**config.mk**
```make
export PLATFORM = sky130hd
export DESIGN_NAME = avalon_word_mover
export DESIGN_NICKNAME = d
export VERILOG_FILES = /design/src/rtl/mover_pkg.sv /design/src/rtl/mover_csr.sv /design/src/rtl/avalon_word_mover.sv
export SDC_FILE = /design/constraint.sdc
export NUM_CORES = 1
export LEC_CHECK = 0
export BUFFER_PORTS_ARGS = -buffer_cell sky130_fd_sc_hd__buf_2
export CORE_MARGIN = 4
export CORE_UTILIZATION = 40
export CTS_CLUSTER_SIZE = 12
export DETAILED_ROUTE_END_ITERATION = 12
export SKIP_CTS_REPAIR_TIMING = 1
export SLEW_MARGIN = 0
export SYNTH_ARGS = -nofsm -noshare
export SYNTH_HDL_FRONTEND = slang
export SYNTH_SLANG_ARGS = --single-unit
```
**constraint.sdc**
```tcl
create_clock -name clk -period 2.9 [get_ports clk]
set_input_delay 0.29 -clock clk [delete_from_list [all_inputs] [get_ports clk]]
set_output_delay 0.29 -clock clk [all_outputs]
set_load 0.01 [all_outputs]
```
**src/rtl/mover_pkg.sv**
```systemverilog
// Shared constants and types for the Avalon word mover: CSR indices,
// CTRL/STATUS bit positions and the transfer FSM state type.
package mover_pkg;

  localparam int CSR_CTRL     = 0;
  localparam int CSR_STATUS   = 1;
  localparam int CSR_SRC      = 2;
  localparam int CSR_DST      = 3;
  localparam int CSR_LEN      = 4;
  localparam int CSR_COUNT    = 5;
  localparam int CSR_CHECKSUM = 6;
  localparam int CSR_SCRATCH  = 7;

  localparam int CTRL_START  = 0;
  localparam int CTRL_ABORT  = 1;
  localparam int CTRL_IRQ_EN = 2;

  localparam int STAT_BUSY    = 0;
  localparam int STAT_DONE    = 1;
  localparam int STAT_ABORTED = 2;

  typedef enum logic [2:0] {
    ST_IDLE    = 3'd0,
    ST_RD_REQ  = 3'd1,
    ST_RD_WAIT = 3'd2,
    ST_WR_REQ  = 3'd3,
    ST_DONE    = 3'd4
  } state_e;

  // States that own a master command (and therefore defer an abort).
  function automatic logic state_is_active(input state_e s);
    return (s == ST_RD_REQ) || (s == ST_RD_WAIT) || (s == ST_WR_REQ);
  endfunction

endpackage

```
**src/rtl/mover_csr.sv**
```systemverilog
// Slave register file of the word mover: CTRL pulses, STATUS flags,
// SRC/DST/LEN configuration, SCRATCH and the 1-cycle read-data register.
module mover_csr
  import mover_pkg::*;
#(
  parameter int MASTER_ADDRESSWIDTH = 26,
  parameter int SLAVE_ADDRESSWIDTH  = 3,
  parameter int DATAWIDTH           = 32,
  parameter int LENWIDTH            = 16
) (
  input  logic                           clk,
  input  logic                           reset,
  input  logic [SLAVE_ADDRESSWIDTH-1:0]  slave_address,
  input  logic [DATAWIDTH-1:0]           slave_writedata,
  input  logic                           slave_write,
  input  logic                           slave_read,
  input  logic                           slave_chipselect,
  output logic [DATAWIDTH-1:0]           slave_readdata,
  input  logic                           busy,
  input  logic                           clear_status,
  input  logic                           set_done,
  input  logic                           set_aborted,
  input  logic [LENWIDTH-1:0]            count,
  input  logic [DATAWIDTH-1:0]           checksum,
  output logic                           start_pulse,
  output logic                           abort_pulse,
  output logic [MASTER_ADDRESSWIDTH-1:0] src,
  output logic [MASTER_ADDRESSWIDTH-1:0] dst,
  output logic [LENWIDTH-1:0]            len,
  output logic                           irq
);

  logic                           wr_s;
  logic                           rd_s;
  logic                           wr_ctrl_s;
  logic                           wr_status_s;
  logic                           wr_src_s;
  logic                           wr_dst_s;
  logic                           wr_len_s;
  logic                           wr_scratch_s;
  logic [DATAWIDTH-1:0]           rd_mux_s;

  logic                           irq_en_r;
  logic                           done_r;
  logic                           aborted_r;
  logic                           start_r;
  logic                           abort_r;
  logic [MASTER_ADDRESSWIDTH-1:0] src_r;
  logic [MASTER_ADDRESSWIDTH-1:0] dst_r;
  logic [LENWIDTH-1:0]            len_r;
  logic [DATAWIDTH-1:0]           scratch_r;
  logic [DATAWIDTH-1:0]           readdata_r;

  assign wr_s         = slave_write && slave_chipselect;
  assign rd_s         = slave_read && slave_chipselect;
  assign wr_ctrl_s    = wr_s && (slave_address == SLAVE_ADDRESSWIDTH'(CSR_CTRL));
  assign wr_status_s  = wr_s && (slave_address == SLAVE_ADDRESSWIDTH'(CSR_STATUS));
  assign wr_src_s     = wr_s && (slave_address == SLAVE_ADDRESSWIDTH'(CSR_SRC));
  assign wr_dst_s     = wr_s && (slave_address == SLAVE_ADDRESSWIDTH'(CSR_DST));
  assign wr_len_s     = wr_s && (slave_address == SLAVE_ADDRESSWIDTH'(CSR_LEN));
  assign wr_scratch_s = wr_s && (slave_address == SLAVE_ADDRESSWIDTH'(CSR_SCRATCH));

  // Register writes; start is suppressed when abort arrives in the same write.
  always_ff @(posedge clk) begin
    if (reset) begin
      irq_en_r  <= 1'b0;
      done_r    <= 1'b0;
      aborted_r <= 1'b0;
      start_r   <= 1'b0;
      abort_r   <= 1'b0;
      src_r     <= '0;
      dst_r     <= '0;
      len_r     <= '0;
      scratch_r <= '0;
    end else begin
      start_r <= wr_ctrl_s && slave_writedata[CTRL_START] && !slave_writedata[CTRL_ABORT];
      abort_r <= wr_ctrl_s && slave_writedata[CTRL_ABORT];
      if (wr_ctrl_s) irq_en_r <= slave_writedata[CTRL_IRQ_EN];
      if (wr_src_s && !busy) src_r <= slave_writedata[MASTER_ADDRESSWIDTH-1:0];
      if (wr_dst_s && !busy) dst_r <= slave_writedata[MASTER_ADDRESSWIDTH-1:0];
      if (wr_len_s && !busy) len_r <= slave_writedata[LENWIDTH-1:0];
      if (wr_scratch_s) scratch_r <= slave_writedata;
      if (clear_status) begin
        done_r    <= 1'b0;
        aborted_r <= 1'b0;
      end else begin
        if (set_done) done_r <= 1'b1;
        else if (wr_status_s && slave_writedata[STAT_DONE]) done_r <= 1'b0;
        if (set_aborted) aborted_r <= 1'b1;
        else if (wr_status_s && slave_writedata[STAT_ABORTED]) aborted_r <= 1'b0;
      end
    end
  end

  // Read multiplexer, zero-filling every unused bit.
  always_comb begin
    rd_mux_s = '0;
    case (slave_address)
      SLAVE_ADDRESSWIDTH'(CSR_CTRL):     rd_mux_s[CTRL_IRQ_EN] = irq_en_r;
      SLAVE_ADDRESSWIDTH'(CSR_STATUS): begin
        rd_mux_s[STAT_BUSY]    = busy;
        rd_mux_s[STAT_DONE]    = done_r;
        rd_mux_s[STAT_ABORTED] = aborted_r;
      end
      SLAVE_ADDRESSWIDTH'(CSR_SRC):      rd_mux_s[MASTER_ADDRESSWIDTH-1:0] = src_r;
      SLAVE_ADDRESSWIDTH'(CSR_DST):      rd_mux_s[MASTER_ADDRESSWIDTH-1:0] = dst_r;
      SLAVE_ADDRESSWIDTH'(CSR_LEN):      rd_mux_s[LENWIDTH-1:0] = len_r;
      SLAVE_ADDRESSWIDTH'(CSR_COUNT):    rd_mux_s[LENWIDTH-1:0] = count;
      SLAVE_ADDRESSWIDTH'(CSR_CHECKSUM): rd_mux_s = checksum;
      SLAVE_ADDRESSWIDTH'(CSR_SCRATCH):  rd_mux_s = scratch_r;
      default:                           rd_mux_s = '0;
    endcase
  end

  // Read data register: one clock of latency, holds between reads.
  always_ff @(posedge clk) begin
    if (reset) readdata_r <= '0;
    else if (rd_s) readdata_r <= rd_mux_s;
  end

  assign slave_readdata = readdata_r;
  assign start_pulse    = start_r;
  assign abort_pulse    = abort_r;
  assign src            = src_r;
  assign dst            = dst_r;
  assign len            = len_r;
  assign irq            = done_r && irq_en_r;

endmodule

```
**src/rtl/avalon_word_mover.sv**
```systemverilog
// Avalon-MM word mover: copies LEN words from SRC to DST one read/write at a time.
// Optional MOVER_CHECKSUM_EN builds a running sum of every word written.
module avalon_word_mover
  import mover_pkg::*;
#(
  parameter int MASTER_ADDRESSWIDTH = 26,
  parameter int SLAVE_ADDRESSWIDTH  = 3,
  parameter int DATAWIDTH           = 32,
  parameter int LENWIDTH            = 16
) (
  input  logic                           clk,
  input  logic                           reset,
  input  logic [SLAVE_ADDRESSWIDTH-1:0]  slave_address,
  input  logic [DATAWIDTH-1:0]           slave_writedata,
  input  logic                           slave_write,
  input  logic                           slave_read,
  input  logic                           slave_chipselect,
  output logic [DATAWIDTH-1:0]           slave_readdata,
  output logic [MASTER_ADDRESSWIDTH-1:0] master_address,
  output logic [DATAWIDTH-1:0]           master_writedata,
  output logic                           master_write,
  output logic                           master_read,
  input  logic [DATAWIDTH-1:0]           master_readdata,
  input  logic                           master_readdatavalid,
  input  logic                           master_waitrequest,
  output logic                           irq
);

  localparam logic [MASTER_ADDRESSWIDTH-1:0] ADDR_STEP = MASTER_ADDRESSWIDTH'(3'd4);

  state_e                         state_r;
  state_e                         state_nx;
  logic                           start_s;
  logic                           abort_s;
  logic                           busy_s;
  logic                           start_go_s;
  logic                           abort_pend_s;
  logic                           rd_accept_s;
  logic                           rd_valid_s;
  logic                           wr_accept_s;
  logic                           last_word_s;
  logic                           abort_exit_s;
  logic                           set_done_s;
  logic [MASTER_ADDRESSWIDTH-1:0] src_cfg_s;
  logic [MASTER_ADDRESSWIDTH-1:0] dst_cfg_s;
  logic [LENWIDTH-1:0]            len_cfg_s;
  logic [LENWIDTH-1:0]            count_inc_s;
  logic [DATAWIDTH-1:0]           checksum_s;

  logic [MASTER_ADDRESSWIDTH-1:0] src_r;
  logic [MASTER_ADDRESSWIDTH-1:0] dst_r;
  logic [LENWIDTH-1:0]            len_r;
  logic [LENWIDTH-1:0]            count_r;
  logic [DATAWIDTH-1:0]           data_r;
  logic                           abort_pending_r;

  mover_csr #(
    .MASTER_ADDRESSWIDTH (MASTER_ADDRESSWIDTH),
    .SLAVE_ADDRESSWIDTH  (SLAVE_ADDRESSWIDTH),
    .DATAWIDTH           (DATAWIDTH),
    .LENWIDTH            (LENWIDTH)
  ) u_csr (
    .clk              (clk),
    .reset            (reset),
    .slave_address    (slave_address),
    .slave_writedata  (slave_writedata),
    .slave_write      (slave_write),
    .slave_read       (slave_read),
    .slave_chipselect (slave_chipselect),
    .slave_readdata   (slave_readdata),
    .busy             (busy_s),
    .clear_status     (start_go_s),
    .set_done         (set_done_s),
    .set_aborted      (abort_exit_s),
    .count            (count_r),
    .checksum         (checksum_s),
    .start_pulse      (start_s),
    .abort_pulse      (abort_s),
    .src              (src_cfg_s),
    .dst              (dst_cfg_s),
    .len              (len_cfg_s),
    .irq              (irq)
  );

  assign busy_s       = (state_r != ST_IDLE);
  assign start_go_s   = (state_r == ST_IDLE) && start_s;
  assign abort_pend_s = abort_pending_r || abort_s;
  assign rd_accept_s  = (state_r == ST_RD_REQ) && !master_waitrequest;
  assign rd_valid_s   = (state_r == ST_RD_WAIT) && master_readdatavalid;
  assign wr_accept_s  = (state_r == ST_WR_REQ) && !master_waitrequest;
  assign count_inc_s  = count_r + LENWIDTH'(1'b1);
  assign last_word_s  = (count_inc_s == len_r);
  assign abort_exit_s = state_is_active(state_r) && (state_nx == ST_IDLE);
  assign set_done_s   = (state_r == ST_DONE);

  // FSM state register.
  always_ff @(posedge clk) begin
    if (reset) state_r <= ST_IDLE;
    else state_r <= state_nx;
  end

  // Next state; an abort only exits once the outstanding command has completed.
  always_comb begin
    state_nx = state_r;
    case (state_r)
      ST_IDLE: begin
        if (start_s) state_nx = (len_cfg_s == '0) ? ST_DONE : ST_RD_REQ;
        else state_nx = ST_IDLE;
      end
      ST_RD_REQ: begin
        if (rd_accept_s) state_nx = abort_pend_s ? ST_IDLE : ST_RD_WAIT;
        else state_nx = ST_RD_REQ;
      end
      ST_RD_WAIT: begin
        if (rd_valid_s) state_nx = abort_pend_s ? ST_IDLE : ST_WR_REQ;
        else state_nx = ST_RD_WAIT;
      end
      ST_WR_REQ: begin
        if (wr_accept_s) begin
          if (abort_pend_s) state_nx = ST_IDLE;
          else if (last_word_s) state_nx = ST_DONE;
          else state_nx = ST_RD_REQ;
        end else begin
          state_nx = ST_WR_REQ;
        end
      end
      ST_DONE: state_nx = ST_IDLE;
      default: state_nx = ST_IDLE;
    endcase
  end

  // Master command outputs, all-zero outside the request states.
  always_comb begin
    master_read      = 1'b0;
    master_write     = 1'b0;
    master_address   = '0;
    master_writedata = '0;
    case (state_r)
      ST_RD_REQ: begin
        master_read    = 1'b1;
        master_address = src_r;
      end
      ST_WR_REQ: begin
        master_write     = 1'b1;
        master_address   = dst_r;
        master_writedata = data_r;
      end
      default: begin
        master_read      = 1'b0;
        master_write     = 1'b0;
        master_address   = '0;
        master_writedata = '0;
      end
    endcase
  end

  // Working pointers, word counter, data capture and pending-abort flag.
  always_ff @(posedge clk) begin
    if (reset) begin
      src_r           <= '0;
      dst_r           <= '0;
      len_r           <= '0;
      count_r         <= '0;
      data_r          <= '0;
      abort_pending_r <= 1'b0;
    end else begin
      if (start_go_s) begin
        src_r   <= src_cfg_s;
        dst_r   <= dst_cfg_s;
        len_r   <= len_cfg_s;
        count_r <= '0;
      end else if (wr_accept_s) begin
        count_r <= count_inc_s;
        src_r   <= src_r + ADDR_STEP;
        dst_r   <= dst_r + ADDR_STEP;
      end
      if (rd_valid_s && !abort_pend_s) data_r <= master_readdata;
      if (!state_is_active(state_r) || abort_exit_s) abort_pending_r <= 1'b0;
      else if (abort_s) abort_pending_r <= 1'b1;
    end
  end

`ifdef MOVER_CHECKSUM_EN
  logic [DATAWIDTH-1:0] checksum_r;

  // Running modulo-2^DATAWIDTH sum of accepted write words.
  always_ff @(posedge clk) begin
    if (reset) checksum_r <= '0;
    else if (start_go_s) checksum_r <= '0;
    else if (wr_accept_s) checksum_r <= checksum_r + data_r;
  end

  assign checksum_s = checksum_r;
`else
  assign checksum_s = '0;
`endif

endmodule

```
After elaboration in Yosys (flattened, before gate mapping)
Index checks and enable logic that the tools add are counted.
Word-level totals
  bits in registers: 257
  input port bits: 74
  logic and storage cells: 101
Operators by class
  $add $sub $neg: 3
  eq/ne operators: 12
  mux-type cells: 27
  reduce and logical (&&, ||, !) cells: 42
Operators by type and width (number)
  $mux W26: 4
  $pmux W13 S5: 1
  $add A26 B3 Y26 const B: 2
  $pmux W26 S2: 1
  $mux W32: 1
  $pmux W10 S3: 1
  $logic_and A1 B1 Y1: 23
  $add A16 B1 Y16 const B: 1
  $eq A16 B16 Y1: 1
  $logic_not A16 Y1: 1
  $eq A3 B3 Y1 const B: 5
  $mux W3: 5
  $eq A3 B2 Y1 const B: 4
  $pmux W2 S6: 1
  $pmux W3 S4: 1
  $logic_not A3 Y1: 3
  $mux W2: 4
  $pmux W1 S8: 1
  $eq A3 B1 Y1 const B: 2
  $mux W1: 6
  $mux W6: 1
  $reduce_bool A2 Y1: 3
  $logic_not A1 Y1: 5
  $logic_or A1 B1 Y1: 4
  2 further kinds: 3

Depth between registers and ports, before layout
  depth after elaboration: 10
  depth in mapped cells: 9
  mapped depth without buffers: 7

Cells and area by module
From an unflattened synthesis, not the netlist that was laid out.
Unflattened totals
  cells, all modules: 1499
  area, all modules: 12291.8 um^2
Modules (own cells, without submodules)
  avalon_word_mover: instances 1, cells each 812, area an instance 6402.4 um^2
  mover_csr: instances 1, cells each 687, area an instance 5889.4 um^2

Least setup slack after synthesis
Ideal clock, no wire load.
  path type: flip-flop to flip-flop
  start: register count_r[0]
  end: register state_r[2]
  setup time: 0.087 ns
  arrival time: 2.031 ns
  path slack: 0.782 ns
  stages on the path, launching flop included: 8
  path buffers: 0
  cell sequence: dfxtp_1 > ha_1 > nor2b_1 > or3_1 > a31oi_1 > o21ai_0 > or4bb_1 > o31ai_1
Between the ends
  longest elaborated chain between the ends: 6
RTL lines
  start, declared: line avalon_word_mover.sv:53  | logic [LENWIDTH-1:0] count_r;
  start signal, assigned: line avalon_word_mover.sv:173  | count_r <= count_inc_s;
  $add A16 B1 Y16: line avalon_word_mover.sv:91  | assign count_inc_s = count_r + LENWIDTH'(1'b1);
  $eq A16 B16 Y1: line avalon_word_mover.sv:92  | assign last_word_s = (count_inc_s == len_r);
  $mux W3: line avalon_word_mover.sv:121  | else if (last_word_s) state_nx = ST_DONE;
  $mux W3: line avalon_word_mover.sv:120  | if (abort_pend_s) state_nx = ST_IDLE;
  $mux W3: line avalon_word_mover.sv:119  | if (wr_accept_s) begin
  $pmux W3 S4: line avalon_word_mover.sv:105  | case (state_r)
  end signal, assigned: line avalon_word_mover.sv:99  | else state_r <= state_nx;
  end, declared: line avalon_word_mover.sv:31  | state_e state_r;
No other way between the ends.
A chain may end at the register's enable or synchronous reset.

Worst setup path in the final report
  start: register count_r[0]
  end: register state_r[0]
Same word-level chain as after synthesis.

==> metrics.md <==
| Metric | Value |
|---|---|
| Outcome | finished with violations |
| Violated checks | hold timing |
| Crit. End Element | register |
| Relative slew slack | 26.06% |
| Ys async rst share | 0% |
| Hold WS | -8.555 ps |
| CTS tree | done |
| Yosys warning count | 0 |
| Final count of pins violating max slew | 0 |
| Final Critical Period | 2575 ps |
| Die footprint | 32980 um2 |
| Via count | 11602 |
| WP data required | 3320 ps |
| Largest net degree at the start of global routing | 166 |
| Initial core utilization | 40.57% |
| TNS Setup | 0 ps |
| Synth Area per Inst | 7.788 um2 |
| CTS Root Cell | clkbuf_16 |
| CP Class | register to register |
| Clock Tree Buf Depth | 3 |
| Leakage Power | 0.005508 uW |
| Sink Count | 257 |
| Vias in the first global route | 10633 |
| Worst skew pair latency | 560 ps |
| Final non-filler cell total | 2105 |
| Post-Synth XOR/XNOR Area | 3.778% |
| Final Hold Vio Count | 5 |
| Placed instance count | 2018 |
| Post-synth design cell area | 12060 um2 |
| Via/cell ratio | 5.512 |
| Mux contribution to synthesized area | 6.082% |
| Pre-antenna DRT Iters | 5 |
| Overall overflow remaining after global route | 0 |
| Startpoint class of the critical path | register |
| Synth area leaders | dfxtp_1 (43%), nand2_1 (10%), a21oi_1 (8.0%) |
| First-pass GRT wire length | 60450 um |
| # setup viols final | 0 |
| WP data arrival | 2990 ps |
| Yosys top cell by area | dfxtp_1 |
| H-tree levels | 1 |
| P&R area growth vs syn | 21.14% |
| Final-stage net count | 1770 |
| I/O pin cnt | 167 |
| Synth top area share | 42.68% |
| Hold Crit Class | input pin to register |
| Largest family of logic cells by synthesized area | simple AND/OR/NAND/NOR gates |
| Max-cap violations | 0 |
| Total GRT Usage | 22.14% |
| Skew final | 24.10 ps |
| Core area | 29720 um2 |
| Critical path fanouts, max | 7 |
| Die Width | 181.6 um |
| RSZ-0062 raised after global routing | false |
| EDFF count, synth | 0 |
| Compound-gate portion of the synthesized area | 17.14% |
| Fraction of the mapped netlist area in simple logic gates | 25.96% |
| Primary FF master, synth | dfxtp_1 |
| Most common cell in the netlist | nand2_1 |
| Routed len/inst | 18.35 um |
| Final critical-path share of the clock period | 88.80% |
| Synth Area in Adders | 0.3114% |
| Port bufs | 166 |
| Fmax achieved | 0.3883 GHz |
| Antenna violations before repair | 0 |
| Synth cell count leaders | nand2_1 (333), dfxtp_1 (257), a21oi_1 (192), nor2_1 (167), clkbuf_1 (104) |
| Pwr/cell area | 544.8 nW/um2 |
| Maximum vdd ir drop | 0.0004773 V |
| Drt drc | 0 |
| Synth unique cells | 57 |
| Post-DRT Antenna Nets | 0 |
| Synthesized instance count | 1548 |
| Proportion of layout cells with a drive suffix above 1 | 16.85% |
| N_diodes | 0 |
| Gpl congestion | 0.8822 |
| Synth Net Count | 1625 |
| Post-DP HPWL | 26590 um |
| Iteration-0 DRC Markers | 1025 |
| Total CTS buffers | 30 |
| Post-synthesis register bit count | 257 |
| Standard-cell rows | 63 |
| Sequential cell area fraction in the yosys report | 42.68% |
| Clock-pin slew on the worst setup and hold paths | 60 ps |
| Drt total wl | 38620 um |
| Reg2Reg Setup Slack | 320 ps |
| Slew @ Worst Pin | 1105 ps |
| Die height | 181.6 um |
## cell families (layout without fill, tap and decap cells)
| group | after synthesis | after routing |
|---|---|---|
| and+or+nand+nor | 695 | 695 |
| DFF | 257 | 257 |
| muxes | 68 | 68 |
| adders and majority gates | 3 | 3 |
| xor gates and xnor gates | 52 | 52 |
| buffers and inverters | 127 | 294 |
| AOI/OAI and AO/OA | 346 | 346 |
## flip-flops by register name (all words and copies together) (netlist names)
signal                cells
u_csr.abort_pulse         1
u_csr.len                16
u_csr.scratch_r          32
u_csr.done_r              1
dst_r                    26
u_csr.dst                26
len_r                    16
u_csr.slave_readdata     32
data_r                   32
abort_pending_r           1
count_r                  16
u_csr.src                26
u_csr.start_pulse         1
u_csr.aborted_r           1
state_r                   3
u_csr.irq_en_r            1
src_r                    26
## per-layer routing
metal / vias up / GRT usage [%] / share of wire [%]
li1: 5689 / - / -
met1: 5473 / 32.29 / 46
met2: 378 / 34.73 / 45
met3: 62 / 3.145 / 6.2
met4: 0 / 5.254 / 2.6
met5: - / 0 / 0
## critical path, stage by stage, from the launching register on
cell and delay [ps]:
dfxtp_1 470, ha_1 310, and3_1 230, nand3_1 120, a2111oi_0 620, o211ai_1 190
nor4_1 390, o21ai_0 120
## worst paths after layout
| path | start | endpoint | depth (start not counted) |
|---|---|---|---|
| setup reg to reg | count_r[0] | state_r[0] | 7 |
| hold / removal | master_readdata[1] | data_r[1] | 3 |
| setup / recovery | count_r[0] | state_r[0] | 7 |
| hold reg to reg | data_r[0] | data_r[0] | 2 |
## metrics by stage
stage                     worst slack [ps]  hold slack, ps  utilization, %  instance area, um2  total power, uW
after floorplan                      781.7           366.7               -               12060             3821
after CTS                            328.7          -59.23           48.03               14270             7997
after detailed placement             385.9           442.4           44.46               13210             3983
after global routing                 23.44          0.9867           49.14               14600             8218
after global placement               345.5           437.5           44.46               13210             3983
final                                324.8          -8.555           49.14               14600             7957
## where the power goes
group	total, uW	internal, uW	switching, uW
Sequential	3580	3560	22.0
Clock	4010	2510	1500
Combinational	366	132	233
Total	7960	6200	1750
## placed cells by master, fill, tap and decap left out, types with 11 or more instances in the layout
cell type,synthesis,final
buf_4,0,33
a221oi_1,18,18
mux2_2,22,22
a22oi_1,50,50
nand2_1,333,332
nor2_1,167,166
and3_1,47,47
mux2i_1,44,44
clkbuf_16,0,30
a211oi_1,21,21
a21oi_1,192,192
nor4_1,12,12
xor2_1,26,26
nand3_1,33,33
nor3_1,18,18
dlygate4sd3_1,0,33
o21ai_0,31,31
or3_1,13,13
buf_2,8,165
xnor2_1,26,26
dfxtp_1,257,256
nand4_1,18,18
a31oi_1,11,11
## layout make-up
type	count	area (um2)
clock buffers	43	869.6
clock inverters	11	191.4
fillers	2898	15110
inverters	6	22.52
multi-input cells	1164	6431
flip-flops and latches	257	5146
well taps	390	488.0
repair buffers	234	1455
Note: power is estimated with default switching activity, not from simulation.
